File: config.mk
export PLATFORM = sky130hd
export DESIGN_NAME = pulse_stretch_flat
export DESIGN_NICKNAME = d
export VERILOG_FILES = /design/src/rtl/pulse_stretch_if.sv /design/src/rtl/pulse_stretch.sv /design/src/flat_wrapper.sv
export SDC_FILE = /design/constraint.sdc
export NUM_CORES = 1
export LEC_CHECK = 0
export BUFFER_PORTS_ARGS = -buffer_cell sky130_fd_sc_hd__buf_2
export CAP_MARGIN = 0
export CORE_MARGIN = 2
export CORE_UTILIZATION = 65
export CTS_CLUSTER_SIZE = 14
export DETAILED_ROUTE_END_ITERATION = 12
export HOLD_SLACK_MARGIN = 0.08
export PLACE_DENSITY_LB_ADDON = 0.08
export SYNTH_ARGS = -nofsm -noshare
export SYNTH_HDL_FRONTEND = slang
export SYNTH_SLANG_ARGS = --single-unit
File: constraint.sdc
create_clock -name clk -period 6.8 [get_ports clk]
set_input_delay 0.68 -clock clk [delete_from_list [all_inputs] [get_ports clk]]
set_output_delay 0.68 -clock clk [all_outputs]
set_load 0.02 [all_outputs]
File: src/rtl/pulse_stretch_if.sv
// Event-strobe in, LED blink drive and queue status out; PEND_W must match the attached pulse_stretch.
interface pulse_stretch_if #(
    parameter int PEND_W = 4
);
    logic              pulse_in;
    logic              led_out;
    logic              busy;
    logic [PEND_W-1:0] pending;
    logic              overflow;

    modport master (
        output pulse_in,
        input  led_out,
        input  busy,
        input  pending,
        input  overflow
    );

    modport slave (
        input  pulse_in,
        output led_out,
        output busy,
        output pending,
        output overflow
    );
endinterface

File: src/rtl/pulse_stretch.sv
// Stretches one-cycle event strobes into fixed-length LED blinks separated by a guaranteed off gap.
// Blink starts one edge after the strobe; excess events queue in a saturating counter, drops set a sticky overflow.
module pulse_stretch #(
    parameter int ON_COUNTS  = 6250000,
    parameter int OFF_COUNTS = 6250000,
    parameter int PEND_W     = 4
) (
    input  logic           clk,
    input  logic           rst,
    pulse_stretch_if.slave bus
);
    localparam int MAXC = (ON_COUNTS > OFF_COUNTS) ? ON_COUNTS : OFF_COUNTS;
    localparam int TW   = (MAXC > 1) ? $clog2(MAXC) : 1;

    localparam logic [TW-1:0]     ON_LOAD  = TW'(ON_COUNTS - 1);
    localparam logic [TW-1:0]     OFF_LOAD = TW'(OFF_COUNTS - 1);
    localparam logic [PEND_W-1:0] PEND_MAX = '1;

    typedef enum logic [1:0] {
        S_IDLE = 2'd0,
        S_ON   = 2'd1,
        S_GAP  = 2'd2
    } state_t;

    state_t            state_q, state_d;
    logic [TW-1:0]     timer_q, timer_d;
    logic [PEND_W-1:0] pend_q, pend_d;
    logic              ovf_q, ovf_d;
    logic              led_q, led_d;
    logic              busy_q, busy_d;
    logic              avail;
    logic              start;

    always_ff @(posedge clk or negedge rst) begin
        if (!rst) begin
            state_q <= S_IDLE;
            timer_q <= '0;
            pend_q  <= '0;
            ovf_q   <= 1'b0;
            led_q   <= 1'b0;
            busy_q  <= 1'b0;
        end else begin
            state_q <= state_d;
            timer_q <= timer_d;
            pend_q  <= pend_d;
            ovf_q   <= ovf_d;
            led_q   <= led_d;
            busy_q  <= busy_d;
        end
    end

    // A strobe in the same cycle as a start launches the blink directly and never enters the queue.
    always_comb begin
        avail   = (pend_q != '0) || bus.pulse_in;
        start   = avail && ((state_q == S_IDLE) ||
                            ((state_q == S_GAP) && (timer_q == '0)));
        state_d = state_q;
        timer_d = timer_q;
        pend_d  = pend_q;
        ovf_d   = ovf_q;

        case (state_q)
            S_IDLE: begin
                if (start) begin
                    state_d = S_ON;
                    timer_d = ON_LOAD;
                end
            end
            S_ON: begin
                if (timer_q == '0) begin
                    state_d = S_GAP;
                    timer_d = OFF_LOAD;
                end else begin
                    timer_d = timer_q - TW'(1);
                end
            end
            S_GAP: begin
                if (timer_q == '0) begin
                    state_d = start ? S_ON : S_IDLE;
                    timer_d = start ? ON_LOAD : '0;
                end else begin
                    timer_d = timer_q - TW'(1);
                end
            end
            default: begin
                state_d = S_IDLE;
                timer_d = '0;
            end
        endcase

        if (bus.pulse_in && !start) begin
            if (pend_q == PEND_MAX) begin
                ovf_d = 1'b1;
            end else begin
                pend_d = pend_q + PEND_W'(1);
            end
        end else if (!bus.pulse_in && start) begin
            pend_d = pend_q - PEND_W'(1);
        end
    end

    always_comb begin
        led_d  = (state_d == S_ON);
        busy_d = (state_d != S_IDLE);
    end

    assign bus.led_out  = led_q;
    assign bus.busy     = busy_q;
    assign bus.pending  = pend_q;
    assign bus.overflow = ovf_q;
endmodule

File: src/flat_wrapper.sv
// flat-port wrapper written by rule: the top's interface ports become plain ports
module pulse_stretch_flat 
#(
    parameter int ON_COUNTS  = 6250000,
    parameter int OFF_COUNTS = 6250000,
    parameter int PEND_W     = 4
)
  (clk, rst, bus_pulse_in, bus_led_out, bus_busy, bus_pending, bus_overflow);
  pulse_stretch_if #(.PEND_W(PEND_W)) bus_i ();
  input  logic clk;
  input  logic rst;
  input wire logic [$bits(bus_i.pulse_in)-1:0] bus_pulse_in;
  output wire logic [$bits(bus_i.led_out)-1:0] bus_led_out;
  output wire logic [$bits(bus_i.busy)-1:0] bus_busy;
  output wire logic [$bits(bus_i.pending)-1:0] bus_pending;
  output wire logic [$bits(bus_i.overflow)-1:0] bus_overflow;
  assign bus_i.pulse_in = bus_pulse_in;
  assign bus_led_out = bus_i.led_out;
  assign bus_busy = bus_i.busy;
  assign bus_pending = bus_i.pending;
  assign bus_overflow = bus_i.overflow;
  pulse_stretch #(.ON_COUNTS(ON_COUNTS), .OFF_COUNTS(OFF_COUNTS), .PEND_W(PEND_W)) u_core (.clk(clk), .rst(rst), .bus(bus_i));
endmodule
==> impl_results.html, run 1 <==
<table>
<tr><th>Metric</th><th>Value</th></tr>
<tr><th colspan="2">Yosys</th></tr>
<tr><td>Post-synthesis cell count</td><td>209</td></tr>
<tr><td>Number of synthesized register bits</td><td>32</td></tr>
<tr><td>Average cell area after synthesis</td><td>roughly 9 sq um</td></tr>
<tr><td>Ys async rst share</td><td>1.00</td></tr>
<tr><td>Count of flip-flops with a built-in enable after synthesis</td><td>0</td></tr>
<tr><td>Number of warnings printed during yosys synthesis</td><td>0</td></tr>
<tr><td>Sequential cell area fraction in the yosys report</td><td>0.420</td></tr>
<tr><td>Netlist area before placement</td><td>about 0.0019 sq mm</td></tr>
<tr><td>Top flip-flop cell by instance count after synthesis</td><td>sky130_fd_sc_hd__dfrtp_1</td></tr>
<tr><td>Syn_nets</td><td>~220</td></tr>
<tr><td>Unique masters post-synth</td><td>48</td></tr>
<tr><th colspan="2">Detailed routing</th></tr>
<tr><td>Number of routed nets with antenna violations</td><td>0</td></tr>
<tr><td>Routed wire length on met3</td><td>233 microns</td></tr>
<tr><td>Router iterations before antenna repair</td><td>4</td></tr>
<tr><td>Via density</td><td>6.56</td></tr>
<tr><td>Violation count after the first detailed-routing iteration</td><td>99</td></tr>
<tr><td>Highest metal layer with signal wires</td><td>met4</td></tr>
<tr><td>Wire per inst</td><td>16.3 microns</td></tr>
<tr><td>Detail Route met2 WL</td><td>1880 microns</td></tr>
<tr><td>Vias</td><td>1621</td></tr>
<tr><td>Remaining routing DRC violations</td><td>0</td></tr>
<tr><td>Detailed-route wire length</td><td>4030 microns</td></tr>
<tr><td>Post-Route M1 WL</td><td>about 1900 microns</td></tr>
<tr><th colspan="2">Timing</th></tr>
<tr><td>Final hold slack</td><td>0.364 ns</td></tr>
<tr><td>Final worst clock skew</td><td>0.0163 ns</td></tr>
<tr><td>Hold violation total from the final report</td><td>0</td></tr>
<tr><td>Final-report setup violation count</td><td>0</td></tr>
<tr><td>Worst-margin pin slew</td><td>0.973 ns</td></tr>
<tr><td>RSZ-0062 raised after global routing</td><td>false</td></tr>
<tr><td>Setup tns final</td><td>0 ns</td></tr>
<tr><td>Normalized max-slew margin</td><td>0.345</td></tr>
<tr><td>Max-slew violation count</td><td>0</td></tr>
<tr><td>FMAX</td><td>269 MHz</td></tr>
<tr><td>Clock period minus worst slack</td><td>approximately 3.7 ns</td></tr>
<tr><td>Period utilization</td><td>0.548</td></tr>
<tr><th colspan="2">Die</th></tr>
<tr><td>Number of core rows</td><td>19</td></tr>
<tr><td>Initial Utilization</td><td>0.685</td></tr>
<tr><td>Die area</td><td>0.00338 sq mm</td></tr>
<tr><td>Area of the core region</td><td>0.00278 sq mm</td></tr>
<tr><td>Width of the die</td><td>~58 microns</td></tr>
<tr><td>Die height</td><td>58.1 microns</td></tr>
<tr><td>Boundary pin count</td><td>10</td></tr>
<tr><th colspan="2">Clock tree</th></tr>
<tr><td>Max clock buf depth</td><td>2</td></tr>
<tr><td>Quantity of hold-fixing buffers added after cts</td><td>0</td></tr>
<tr><td>CTS tree</td><td>built</td></tr>
<tr><td>Gates resized, CTS repair</td><td>0</td></tr>
<tr><td>Number of clock sinks seen by CTS</td><td>32</td></tr>
<tr><td>Clock insertion delay at the later pin of the skew report</td><td>0.34 ns</td></tr>
<tr><td>Root cell of the clock tree</td><td>sky130_fd_sc_hd__clkbuf_4</td></tr>
<tr><td># Post-CTS Setup Buffers</td><td>0</td></tr>
<tr><td>Clock transition at the register clock pins on the worst setup and hold paths after CTS</td><td>0.11 ns</td></tr>
<tr><td>Number of CTS-inserted buffers</td><td>5</td></tr>
<tr><td>Number of H-tree levels</td><td>2</td></tr>
<tr><th colspan="2">GRT</th></tr>
<tr><td>Vias in the first global route</td><td>between 1500 and 2000</td></tr>
<tr><td>Pin count of the biggest net entering global routing</td><td>33</td></tr>
<tr><td>Antenna violations before repair</td><td>0</td></tr>
<tr><td>Global-route wire length before repair</td><td>6980 microns</td></tr>
<tr><td>GRT Residual Overflow</td><td>0</td></tr>
<tr><td>Total global routing track utilization</td><td>0.271</td></tr>
<tr><th colspan="2">Worst setup path</th></tr>
<tr><td>Critical Path Sink Type</td><td>flip-flop</td></tr>
<tr><td>Data arrival at the endpoint of the critical path</td><td>3.99 ns</td></tr>
<tr><td>Cell breakdown of the critical path</td><td>or4_4, or4_1, o311ai_0, ha_1, a21o_1, a21oi_1, nand2b_1, o21ai_0, xor2_1</td></tr>
<tr><td>Type of element launching the critical path</td><td>flip-flop</td></tr>
<tr><td>Largest stage delay on the critical path</td><td>a little over 0.8 ns</td></tr>
<tr><td>Cell family with most CP delay</td><td>compound AO/OA/AOI/OAI gates</td></tr>
<tr><td>Data required time of the worst path</td><td>7.06 ns</td></tr>
<tr><td>Crit-path slowest cell</td><td>sky130_fd_sc_hd__o311ai_0</td></tr>
<tr><td>Count of buffering cells on the critical path with inverters included</td><td>0</td></tr>
<tr><td>Category of the most critical setup path</td><td>reg2reg</td></tr>
<tr><td>Largest fanout on the critical path</td><td>7</td></tr>
<tr><th colspan="2">Pwr</th></tr>
<tr><td>Leak Pwr</td><td>0.809 nW</td></tr>
<tr><td>Ratio of total power to cell area</td><td>between 200 and 250 mW/mm^2</td></tr>
<tr><td>PnR Total Power</td><td>0.462 mW</td></tr>
<tr><td>Maximum vdd ir drop</td><td>0.000243 V</td></tr>
<tr><th colspan="2">Cells and area</th></tr>
<tr><td>Utilization of the core after routing</td><td>0.723</td></tr>
<tr><td>Area Overhead vs Synth</td><td>5.58%</td></tr>
<tr><td>Ant. Diodes</td><td>0</td></tr>
<tr><td>Nets</td><td>223</td></tr>
<tr><td>Final-layout fill cell count</td><td>219</td></tr>
<tr><td>Layout cells sized above 1</td><td>0.139</td></tr>
<tr><th colspan="2">Placement</th></tr>
<tr><td>Number of port buffers</td><td>9</td></tr>
<tr><td>Weighted congestion reported at the end of routability-driven placement</td><td>0.848</td></tr>
<tr><td>Final HPWL DP</td><td>2800 microns</td></tr>
<tr><th colspan="2">Run status</th></tr>
<tr><td>Status</td><td>finished, final reports clean</td></tr>
<tr><th colspan="2">Job</th></tr>
<tr><td>Number of maximum-capacitance constraint violations</td><td>0</td></tr>
<tr><th colspan="2">Hold path</th></tr>
<tr><td>Classification of the worst-slack hold path</td><td>in2async</td></tr>
</table>
[through the flow]
stage,setup slack [ns],cells,cell area [sq um]
after detailed placement,3.10,239,1940
after CTS,3.08,247,2010
after global routing,2.75,247,2010
final,3.08,247,2010
after global placement,3.25,239,1940
after floorplan,3.42,209,1910
[synth_stat cells (all sizes together), types with 2 or more instances]
cell type	count	share of area
nor2	26	0.056
xnor2	5	0.023
inv	5	0.0099
o21a	2	0.0085
nor4	6	0.020
o21ai	19	0.050
o211a	2	0.011
or3	8	0.026
a211oi	4	0.016
clkbuf	7	0.014
buf	3	0.014
xor2	4	0.018
o31ai	3	0.014
nor3	4	0.011
nor2b	2	0.0066
mux2	2	0.012
a21oi	16	0.042
o22a	2	0.0099
o311ai	2	0.0092
a311oi	7	0.032
o22ai	2	0.0066
dfrtp	32	0.42
or4	6	0.026
nand3	3	0.0079
nand2	14	0.032
ha	4	0.026
nand2b	5	0.016
or2	3	0.0099
[layout by cell type (no fill, tap or decap), types with 6 or more instances in the layout]
cell type                   n
sky130_fd_sc_hd__nor2_1    24
sky130_fd_sc_hd__nand2_1   13
sky130_fd_sc_hd__o21ai_0   17
sky130_fd_sc_hd__a21oi_1   16
sky130_fd_sc_hd__buf_2      9
sky130_fd_sc_hd__dfrtp_1   32
sky130_fd_sc_hd__nor4_1     6
sky130_fd_sc_hd__or3_1      8
sky130_fd_sc_hd__a311oi_1   7
[state kept, by name, summed over array words and instances (netlist names)]
register and count:
u_core.bus.pending 4, u_core.bus.busy 1, u_core.timer_q 23, u_core.bus.overflow 1, u_core.bus.led_out 1, u_core.state_q 2
[where the power goes]
group | internal [mW] | switching (mW)
sequential | 0.205 | 0.0196
combinational | 0.0411 | 0.0538
clock | 0.0771 | 0.0652
[per-layer routing]
metal,vias to the layer above,global-route usage
met4,0,0.0997
met2,62,0.427
met5,-,0
met3,7,0.0402
met1,769,0.382
li1,783,-
[layout make-up]
type                    instances  area (sq um)  share of cell area
multi-input cells             162          1030               0.513
flip-flops and latches         32           801               0.398
repair buffers                  9          45.0              0.0224
clock buffers                   6          41.3              0.0205
well taps                      31          38.8              0.0193
clock inverters                 2          35.0              0.0174
inverters                       5          18.8             0.00933
[path summary, 6_finish.rpt]
kind                            depth (start not counted)                            start  slack (ns)                                 to
worst max-delay path                                    9   u_core.timer_q[11]$_DFFE_PN0P_        3.08  u_core.bus.pending[3]$_DFFE_PN0P_
worst min-delay path                                    1                              rst        0.36       u_core.bus.led_out$_DFF_PN0_
worst max register to register                          9   u_core.timer_q[11]$_DFFE_PN0P_        3.08  u_core.bus.pending[3]$_DFFE_PN0P_
worst min register to register                          1  u_core.bus.overflow$_DFFE_PN0P_        0.49    u_core.bus.overflow$_DFFE_PN0P_
max in group asynchronous                               1                              rst        5.99     u_core.timer_q[17]$_DFFE_PN0P_
min in group clk                                        1  u_core.bus.overflow$_DFFE_PN0P_        0.49    u_core.bus.overflow$_DFFE_PN0P_
[kinds of logic after synthesis]
family                     after synthesis  share of synthesized area
adders and majority gates                5                     0.0368
and+or+nand+nor                         81                      0.227
buffers and inverters                   15                     0.0381
AOI/OAI and AO/OA                       65                      0.225
muxes                                    2                     0.0118
xor gates and xnor gates                 9                     0.0414
DFF                                     32                      0.420
Power figures use the tool's default switching activity.
==> run 2: changes to the inputs <==
Settings changed: CORE_UTILIZATION 65 to 54.
Clock period 6.8 ns to 3.4 ns, I/O delays scaled along.
==> impl_results.html, run 2 (synthesized netlist as in run 1, its figures left out) <==
<table>
<tr><th>Metric</th><th>Value</th></tr>
<tr><th colspan="2">Job</th></tr>
<tr><td>Number of maximum-capacitance constraint violations</td><td>0</td></tr>
<tr><th colspan="2">Timing</th></tr>
<tr><td>Clock period minus worst slack</td><td>around 3.2 ns</td></tr>
<tr><td>Final-report setup violation count</td><td>0</td></tr>
<tr><td>Final worst clock skew</td><td>0.0103 ns</td></tr>
<tr><td>Normalized max-slew margin</td><td>0.529</td></tr>
<tr><td>Period utilization</td><td>0.937</td></tr>
<tr><td>Setup tns final</td><td>0 ns</td></tr>
<tr><td>FMAX</td><td>~310 MHz</td></tr>
<tr><td>RSZ-0062 raised after global routing</td><td>false</td></tr>
<tr><td>Hold violation total from the final report</td><td>0</td></tr>
<tr><td>Max-slew violation count</td><td>0</td></tr>
<tr><td>Worst-margin pin slew</td><td>around 0.71 ns</td></tr>
<tr><td>Crit path setup slack, layout</td><td>0.213 ns</td></tr>
<tr><th colspan="2">Clock tree</th></tr>
<tr><td>Number of CTS-inserted buffers</td><td>5</td></tr>
<tr><td>Number of H-tree levels</td><td>2</td></tr>
<tr><td>Clock transition at the register clock pins on the worst setup and hold paths after CTS</td><td>0.11 ns</td></tr>
<tr><td>Clock insertion delay at the later pin of the skew report</td><td>0.34 ns</td></tr>
<tr><td>Root cell of the clock tree</td><td>sky130_fd_sc_hd__clkbuf_4</td></tr>
<tr><td>CTS tree</td><td>built</td></tr>
<tr><td>Max clock buf depth</td><td>2</td></tr>
<tr><td>Number of clock sinks seen by CTS</td><td>32</td></tr>
<tr><th colspan="2">Die</th></tr>
<tr><td>Area of the core region</td><td>0.00336 sq mm</td></tr>
<tr><td>Number of core rows</td><td>21</td></tr>
<tr><td>Initial Utilization</td><td>0.567</td></tr>
<tr><td>Die area</td><td>0.00402 sq mm</td></tr>
<tr><td>Width of the die</td><td>around 63 microns</td></tr>
<tr><td>Die height</td><td>63.4 microns</td></tr>
<tr><td>Boundary pin count</td><td>10</td></tr>
<tr><th colspan="2">Detailed routing</th></tr>
<tr><td>Vias</td><td>between 1500 and 2000</td></tr>
<tr><td>Remaining routing DRC violations</td><td>0</td></tr>
<tr><td>Via density</td><td>a little over 6</td></tr>
<tr><td>Detailed-route wire length</td><td>4030 microns</td></tr>
<tr><td>Router iterations before antenna repair</td><td>4</td></tr>
<tr><td>Number of routed nets with antenna violations</td><td>0</td></tr>
<tr><td>Wire per inst</td><td>approximately 15 microns</td></tr>
<tr><td>Violation count after the first detailed-routing iteration</td><td>about 170</td></tr>
<tr><th colspan="2">Cells and area</th></tr>
<tr><td>Final-layout fill cell count</td><td>308</td></tr>
<tr><td>Ant. Diodes</td><td>0</td></tr>
<tr><td>Commonest non-fill, non-tap cells in the layout</td><td>32 x sky130_fd_sc_hd__dfrtp_1, 24 x sky130_fd_sc_hd__nor2_1, 17 x sky130_fd_sc_hd__o21ai_0</td></tr>
<tr><td>Layout cells sized above 1</td><td>0.145</td></tr>
<tr><td>Leading cell type in the layout, fill and taps excluded</td><td>sky130_fd_sc_hd__dfrtp_1</td></tr>
<tr><td>Largest register FFs</td><td>23</td></tr>
<tr><td>Area Overhead vs Synth</td><td>7.35%</td></tr>
<tr><td>Register containing the most flip-flops in the final layout</td><td>u_core.timer_q</td></tr>
<tr><td>Nets</td><td>227</td></tr>
<tr><th colspan="2">GRT</th></tr>
<tr><td>Most used routing layer</td><td>met2</td></tr>
<tr><td>Grt met1 use</td><td>0.305</td></tr>
<tr><td>Global-route wire length before repair</td><td>7290 microns</td></tr>
<tr><td>Antenna violations before repair</td><td>0</td></tr>
<tr><td>GRT Residual Overflow</td><td>0</td></tr>
<tr><td>Total global routing track utilization</td><td>0.231</td></tr>
<tr><td>Pin count of the biggest net entering global routing</td><td>33</td></tr>
<tr><td>Met3 track utilization from global routing</td><td>0.0536</td></tr>
<tr><td>Vias in the first global route</td><td>around 1600</td></tr>
<tr><td>Fraction of met2 tracks used by global routing</td><td>0.368</td></tr>
<tr><th colspan="2">Worst setup path</th></tr>
<tr><td>Category of the most critical setup path</td><td>reg2reg</td></tr>
<tr><td>Data required time of the worst path</td><td>3.62 ns</td></tr>
<tr><td>Logic depth of the worst setup path including buffers</td><td>7</td></tr>
<tr><td>Count of buffering cells on the critical path with inverters included</td><td>1</td></tr>
<tr><td>Data arrival at the endpoint of the critical path</td><td>3.41 ns</td></tr>
<tr><td>Worst-case reg-to-reg path depth</td><td>7</td></tr>
<tr><td>Cell breakdown of the critical path</td><td>or4_4, or4_1, buf_4, or4_1, nor2_4, o21a_2, o21ai_0</td></tr>
<tr><td>Dominant cell type by count on the critical path</td><td>sky130_fd_sc_hd__or4_1</td></tr>
<tr><td>Critical Path Sink Type</td><td>flip-flop</td></tr>
<tr><td>Largest fanout on the critical path</td><td>12</td></tr>
<tr><td>Cell family with most CP delay</td><td>simple AND/OR/NAND/NOR gates</td></tr>
<tr><td>Largest stage delay on the critical path</td><td>0.62 ns</td></tr>
<tr><td>Crit-path slowest cell</td><td>sky130_fd_sc_hd__or4_1</td></tr>
<tr><td>Type of element launching the critical path</td><td>flip-flop</td></tr>
<tr><th colspan="2">Pwr</th></tr>
<tr><td>Leak Pwr</td><td>0.818 nW</td></tr>
<tr><td>Ratio of total power to cell area</td><td>427 mW/mm^2</td></tr>
<tr><td>Maximum vdd ir drop</td><td>0.000228 V</td></tr>
<tr><th colspan="2">Run status</th></tr>
<tr><td>Status</td><td>finished, final reports clean</td></tr>
<tr><th colspan="2">Placement</th></tr>
<tr><td>Weighted congestion reported at the end of routability-driven placement</td><td>between 0.8 and 0.9</td></tr>
<tr><td>Number of port buffers</td><td>9</td></tr>
<tr><td>Final HPWL DP</td><td>2810 microns</td></tr>
<tr><td>Minimum setup slack after placement</td><td>0.171 ns</td></tr>
<tr><th colspan="2">Hold path</th></tr>
<tr><td>Classification of the worst-slack hold path</td><td>in2reg</td></tr>
<tr><td>Depth of the worst hold-timing path</td><td>4</td></tr>
</table>
run 2: worst paths after layout:
| check | start | to | slack, ns |
|---|---|---|---|
| setup / recovery | u_core.timer_q[11]$_DFFE_PN0P_ | u_core.timer_q[22]$_DFFE_PN0P_ | 0.21 |
| setup reg to reg | u_core.timer_q[11]$_DFFE_PN0P_ | u_core.timer_q[22]$_DFFE_PN0P_ | 0.21 |
| max in group asynchronous | rst | u_core.timer_q[6]$_DFFE_PN0P_ | 2.37 |
| hold reg to reg | u_core.bus.overflow$_DFFE_PN0P_ | u_core.bus.overflow$_DFFE_PN0P_ | 0.48 |
| hold / removal | bus_pulse_in | u_core.bus.overflow$_DFFE_PN0P_ | 0.45 |
| min in group asynchronous | rst | u_core.bus.busy$_DFF_PN0_ | 0.57 |
run 2: layout make-up:
class	count	area, sq um	area share
repair buffers	13	77.6	0.0379
clock buffers	8	58.8	0.0287
flip-flops and latches	32	801	0.391
multi-input cells	162	1030	0.505
inverters	5	18.8	0.00917
well taps	46	57.6	0.0281
run 2: repair_timing:
item,in CTS,in global routing
setup endpoints to repair,0,1
endpoints found under the hold margin,32,0
buffers inserted,0,0
gates resized for setup,0,1
hold buffers,1,0
run 2: metrics by stage:
step	utilization	power [mW]	area [sq um]	instances	hold WS (ns)
after floorplan	-	0.587	1910	209	0.0444
after global placement	0.588	0.643	1980	257	0.430
final	0.608	0.874	2050	266	0.445
after CTS	0.608	0.888	2050	266	0.461
after global routing	0.608	0.929	2050	266	0.446
after detailed placement	0.588	0.653	1980	257	0.441
run 2: layer usage:
layer,share of wire,wire length (microns)
met2,0.49,1970
met4,0.013,51
met1,0.44,1780
met3,0.056,227
met5,0,0
run 2: worst min-delay path: cells and delay by family:
family          cells  cell delay (ns)
buf+inv             2             0.26
compound gates      2             0.14
run 2: power breakdown:
group          leakage [nW]  switching [mW]  internal [mW]  total, mW
combinational         0.414           0.108         0.0840      0.192
clock                0.0326           0.130          0.102      0.232
sequential            0.372          0.0394          0.411      0.450
total                 0.818           0.277          0.597      0.874
==> run 3: changes to the inputs <==
Settings changed: ABC_AREA set to 1, CORE_UTILIZATION 54 to 55.
==> impl_results.html, run 3 <==
<table>
<tr><th>Metric</th><th>Value</th></tr>
<tr><th colspan="2">Yosys</th></tr>
<tr><td>Post-synthesis cell count</td><td>289</td></tr>
<tr><td>Parity-gate share of the synthesized area counting xor and xnor cells</td><td>0.0318</td></tr>
<tr><td>Sequential cell area fraction in the yosys report</td><td>0.364</td></tr>
<tr><td>Ys async rst share</td><td>1.00</td></tr>
<tr><td>Area share of and/or/nand/nor cells after synthesis</td><td>0.368</td></tr>
<tr><td>Number of synthesized register bits</td><td>32</td></tr>
<tr><td>Combinational family with the most area after synthesis</td><td>simple AND/OR/NAND/NOR gates</td></tr>
<tr><td>Syn_nets</td><td>roughly 300</td></tr>
<tr><td>Netlist area before placement</td><td>0.00220 sq mm</td></tr>
<tr><td>Library cell with the highest instance count after synthesis</td><td>sky130_fd_sc_hd__nand2_1</td></tr>
<tr><td>Compound-Gate Fraction of Synth Area</td><td>0.131</td></tr>
<tr><td>Average cell area after synthesis</td><td>7.62 sq um</td></tr>
<tr><td>Biggest area contributors in the synthesized netlist</td><td>sky130_fd_sc_hd__dfrtp_1 36%, sky130_fd_sc_hd__nand2_1 11%, sky130_fd_sc_hd__inv_1 5.3%</td></tr>
<tr><td>Top flip-flop cell by instance count after synthesis</td><td>sky130_fd_sc_hd__dfrtp_1</td></tr>
<tr><td>Count of flip-flops with a built-in enable after synthesis</td><td>0</td></tr>
<tr><td>Post-synthesis adder-cell area fraction</td><td>0.0318</td></tr>
<tr><td>Cell taking the most area after synthesis</td><td>sky130_fd_sc_hd__dfrtp_1</td></tr>
<tr><td>Post-synth top area share</td><td>0.364</td></tr>
<tr><td>Number of warnings printed during yosys synthesis</td><td>0</td></tr>
<tr><td>Ranking of synthesized cells by instance count</td><td>65 x sky130_fd_sc_hd__nand2_1, 32 x sky130_fd_sc_hd__dfrtp_1, 31 x sky130_fd_sc_hd__inv_1, 30 x sky130_fd_sc_hd__nor2_1, 19 x sky130_fd_sc_hd__nand3_1</td></tr>
<tr><td>Unique masters post-synth</td><td>37</td></tr>
<tr><td>Share of cell area taken by muxes after synthesis</td><td>0</td></tr>
<tr><th colspan="2">Timing</th></tr>
<tr><td>Hold violation total from the final report</td><td>0</td></tr>
<tr><td>Max-slew violation count</td><td>0</td></tr>
<tr><td>Final worst clock skew</td><td>0.00553 ns</td></tr>
<tr><td>FMAX</td><td>418 MHz</td></tr>
<tr><td>Clock period minus worst slack</td><td>2.39 ns</td></tr>
<tr><td>Final-report setup violation count</td><td>0</td></tr>
<tr><td>Setup tns final</td><td>0 ns</td></tr>
<tr><td>Worst-margin pin slew</td><td>0.851 ns</td></tr>
<tr><td>Period utilization</td><td>0.703</td></tr>
<tr><td>Normalized max-slew margin</td><td>0.432</td></tr>
<tr><td>RSZ-0062 raised after global routing</td><td>false</td></tr>
<tr><th colspan="2">Detailed routing</th></tr>
<tr><td>Via density</td><td>5.36</td></tr>
<tr><td>Wire per inst</td><td>~13 microns</td></tr>
<tr><td>Number of routed nets with antenna violations</td><td>0</td></tr>
<tr><td>Remaining routing DRC violations</td><td>0</td></tr>
<tr><td>Router iterations before antenna repair</td><td>4</td></tr>
<tr><td>Vias</td><td>1870</td></tr>
<tr><td>Detailed-route wire length</td><td>4490 microns</td></tr>
<tr><td>Violation count after the first detailed-routing iteration</td><td>slightly below 80</td></tr>
<tr><th colspan="2">Placement</th></tr>
<tr><td>Number of port buffers</td><td>9</td></tr>
<tr><td>Final HPWL DP</td><td>3300 microns</td></tr>
<tr><td>Weighted congestion reported at the end of routability-driven placement</td><td>0.789</td></tr>
<tr><td>Placed instance area</td><td>~0.0023 sq mm</td></tr>
<tr><th colspan="2">Cells and area</th></tr>
<tr><td>Area Overhead vs Synth</td><td>7.67%</td></tr>
<tr><td>Layout cells sized above 1</td><td>0.203</td></tr>
<tr><td>Leading cell type in the layout, fill and taps excluded</td><td>sky130_fd_sc_hd__nand2_1</td></tr>
<tr><td>Register containing the most flip-flops in the final layout</td><td>u_core.timer_q</td></tr>
<tr><td>Ant. Diodes</td><td>0</td></tr>
<tr><td>Largest register FFs</td><td>23</td></tr>
<tr><td>Nets</td><td>between 300 and 400</td></tr>
<tr><td>Post-route standard cell area excluding fillers</td><td>approximately 0.0024 sq mm</td></tr>
<tr><td>Commonest non-fill, non-tap cells in the layout</td><td>65 x sky130_fd_sc_hd__nand2_1, 32 x sky130_fd_sc_hd__dfrtp_1, 31 x sky130_fd_sc_hd__inv_1</td></tr>
<tr><th colspan="2">Worst setup path</th></tr>
<tr><td>Critical Path Sink Type</td><td>flip-flop</td></tr>
<tr><td>Flop2flop setup slack</td><td>between 1 and 1.5 ns</td></tr>
<tr><td>CP Launch Point</td><td>u_core.timer_q[0]$_DFFE_PN0P_</td></tr>
<tr><td>Type of element launching the critical path</td><td>flip-flop</td></tr>
<tr><td>Cell family with most CP delay</td><td>simple AND/OR/NAND/NOR gates</td></tr>
<tr><td>Startpoint of the worst register-to-register path</td><td>u_core.timer_q[0]$_DFFE_PN0P_</td></tr>
<tr><td>Cell breakdown of the critical path</td><td>inv_1, ha_1, nand2_1, nor2_2, nand4_2, nand2_1, nand2_2, nand2_2, ha_1, nand2_1, nand2_1, a31oi_1, inv_1, nand2_2, nand3_2, nand2_1, nand2_1</td></tr>
<tr><td>Data required time of the worst path</td><td>around 3.6 ns</td></tr>
<tr><td>Count of buffering cells on the critical path with inverters included</td><td>2</td></tr>
<tr><td>Largest stage delay on the critical path</td><td>approximately 0.38 ns</td></tr>
<tr><td>Reg2reg end</td><td>u_core.bus.pending[3]$_DFFE_PN0P_</td></tr>
<tr><td>Worst-case reg-to-reg path depth</td><td>17</td></tr>
<tr><td>Logic depth of the worst setup path including buffers</td><td>17</td></tr>
<tr><td>Data arrival at the endpoint of the critical path</td><td>2.57 ns</td></tr>
<tr><td>Category of the most critical setup path</td><td>reg2reg</td></tr>
<tr><td>Crit-path slowest cell</td><td>sky130_fd_sc_hd__dfrtp_1</td></tr>
<tr><td>Largest fanout on the critical path</td><td>5</td></tr>
<tr><td>Critical path endpoint</td><td>u_core.bus.pending[3]$_DFFE_PN0P_</td></tr>
<tr><td>Dominant cell type by count on the critical path</td><td>sky130_fd_sc_hd__nand2_1</td></tr>
<tr><th colspan="2">Die</th></tr>
<tr><td>Boundary pin count</td><td>10</td></tr>
<tr><td>Area of the core region</td><td>0.00374 sq mm</td></tr>
<tr><td>Width of the die</td><td>67.3 microns</td></tr>
<tr><td>Number of core rows</td><td>22</td></tr>
<tr><td>Die area</td><td>0.00452 sq mm</td></tr>
<tr><td>Die height</td><td>just under 70 microns</td></tr>
<tr><td>Initial Utilization</td><td>0.588</td></tr>
<tr><th colspan="2">Pwr</th></tr>
<tr><td>PnR Total Power</td><td>1.52 mW</td></tr>
<tr><td>Maximum vdd ir drop</td><td>slightly below 0.0004 V</td></tr>
<tr><td>Ratio of total power to cell area</td><td>640 mW/mm^2</td></tr>
<tr><td>Leak Pwr</td><td>1.12 nW</td></tr>
<tr><th colspan="2">GRT</th></tr>
<tr><td>Antenna violations before repair</td><td>0</td></tr>
<tr><td>Total global routing track utilization</td><td>0.232</td></tr>
<tr><td>GRT Residual Overflow</td><td>0</td></tr>
<tr><td>Pin count of the biggest net entering global routing</td><td>33</td></tr>
<tr><td>Vias in the first global route</td><td>1773</td></tr>
<tr><td>Global-route wire length before repair</td><td>7870 microns</td></tr>
<tr><th colspan="2">Hold path</th></tr>
<tr><td>Classification of the worst-slack hold path</td><td>in2async</td></tr>
<tr><th colspan="2">Clock tree</th></tr>
<tr><td># Post-CTS Setup Buffers</td><td>0</td></tr>
<tr><td>Gates resized, CTS repair</td><td>0</td></tr>
<tr><td>Clock transition at the register clock pins on the worst setup and hold paths after CTS</td><td>0.07 ns</td></tr>
<tr><td>Number of clock sinks seen by CTS</td><td>32</td></tr>
<tr><td>Root cell of the clock tree</td><td>sky130_fd_sc_hd__clkbuf_8</td></tr>
<tr><td>Quantity of hold-fixing buffers added after cts</td><td>0</td></tr>
<tr><td>Max clock buf depth</td><td>2</td></tr>
<tr><td>Clock insertion delay at the later pin of the skew report</td><td>about 0.29 ns</td></tr>
<tr><td>CTS tree</td><td>built</td></tr>
<tr><td>Number of H-tree levels</td><td>2</td></tr>
<tr><td>Number of CTS-inserted buffers</td><td>5</td></tr>
<tr><th colspan="2">Job</th></tr>
<tr><td>Number of maximum-capacitance constraint violations</td><td>0</td></tr>
<tr><th colspan="2">Run status</th></tr>
<tr><td>Status</td><td>finished, final reports clean</td></tr>
</table>
-- run 3: cell count changes after synthesis, sizes merged, moves of 6 or more --
cell | before | now
nand2 | 14 | 73
inv | 5 | 33
nand3 | 3 | 25
nor2 | 26 | 44
or3 | 8 | 0
a311oi | 7 | 0
clkbuf | 7 | 0
nand4 | 1 | 7
or4 | 6 | 0
-- run 3: area by class of cell --
type,instances,area (sq um)
inverters,33,126
clock inverters,2,10.0
clock buffers,6,82.6
flip-flops and latches,32,801
well taps,48,60.1
repair buffers,10,52.6
multi-input cells,218,1240
fillers,355,1370
-- run 3: worst reg2reg max path, cell delays in order (launching register included) --
cell,delay (ns)
sky130_fd_sc_hd__dfrtp_1,0.38
sky130_fd_sc_hd__inv_1,0.12
sky130_fd_sc_hd__ha_1,0.18
sky130_fd_sc_hd__nand2_1,0.07
sky130_fd_sc_hd__nor2_2,0.15
sky130_fd_sc_hd__nand4_2,0.15
sky130_fd_sc_hd__nand2_1,0.13
sky130_fd_sc_hd__nand2_2,0.09
sky130_fd_sc_hd__nand2_2,0.13
sky130_fd_sc_hd__ha_1,0.28
sky130_fd_sc_hd__nand2_1,0.08
sky130_fd_sc_hd__nand2_1,0.04
sky130_fd_sc_hd__a31oi_1,0.18
sky130_fd_sc_hd__inv_1,0.07
sky130_fd_sc_hd__nand2_2,0.08
sky130_fd_sc_hd__nand3_2,0.07
sky130_fd_sc_hd__nand2_1,0.06
sky130_fd_sc_hd__nand2_1,0.04
-- run 3: where the power goes --
part	internal, mW	leakage [nW]	total, mW	switching [mW]
Sequential	0.492	0.366	0.629	0.138
Combinational	0.231	0.705	0.583	0.353
Clock	0.161	0.0510	0.304	0.143
-- run 3: cells by family after synthesis --
family / Yosys count
AO/OA/AOI/OAI: 47
XOR/XNOR: 8
adder cells (fa/ha/maj): 5
buffers and inverters: 39
flip-flops: 32
AND/OR/NAND/NOR: 158
-- run 3: how the worst min path moves through the flow --
stage               cells after the start                              to  start  slack [ns]
detailed placement                      1  u_core.timer_q[16]$_DFFE_PN0P_    rst        0.43
finish                                  1  u_core.timer_q[16]$_DFFE_PN0P_    rst        0.10
global route                            1  u_core.timer_q[21]$_DFFE_PN0P_    rst        0.17
global placement                        1  u_core.timer_q[17]$_DFFE_PN0P_    rst        0.44
floorplan                               0       u_core.bus.busy$_DFF_PN0_    rst        0.04
CTS                                     1  u_core.timer_q[21]$_DFFE_PN0P_    rst        0.13
-- run 3: per-stage QoR --
stage	util	setup slack, ns	instances	hold WS [ns]
after floorplan	-	1.18	289	0.0444
after global placement	0.608	1.07	341	0.441
after detailed placement	0.608	1.00	341	0.434
after CTS	0.633	0.994	349	0.128
after global routing	0.633	0.721	349	0.166
final	0.633	1.01	349	0.105
-- run 3: routing by layer --
| metal | vias up | GRT usage | share of wire | wire, microns |
|---|---|---|---|---|
| li1 | 958 | - | - | - |
| met1 | 875 | 0.317 | 0.50 | 2230 |
| met2 | 31 | 0.359 | 0.45 | 2030 |
| met3 | 6 | 0.0567 | 0.037 | 166 |
| met4 | 0 | 0.0791 | 0.014 | 61 |
| met5 | - | 0 | 0 | 0 |
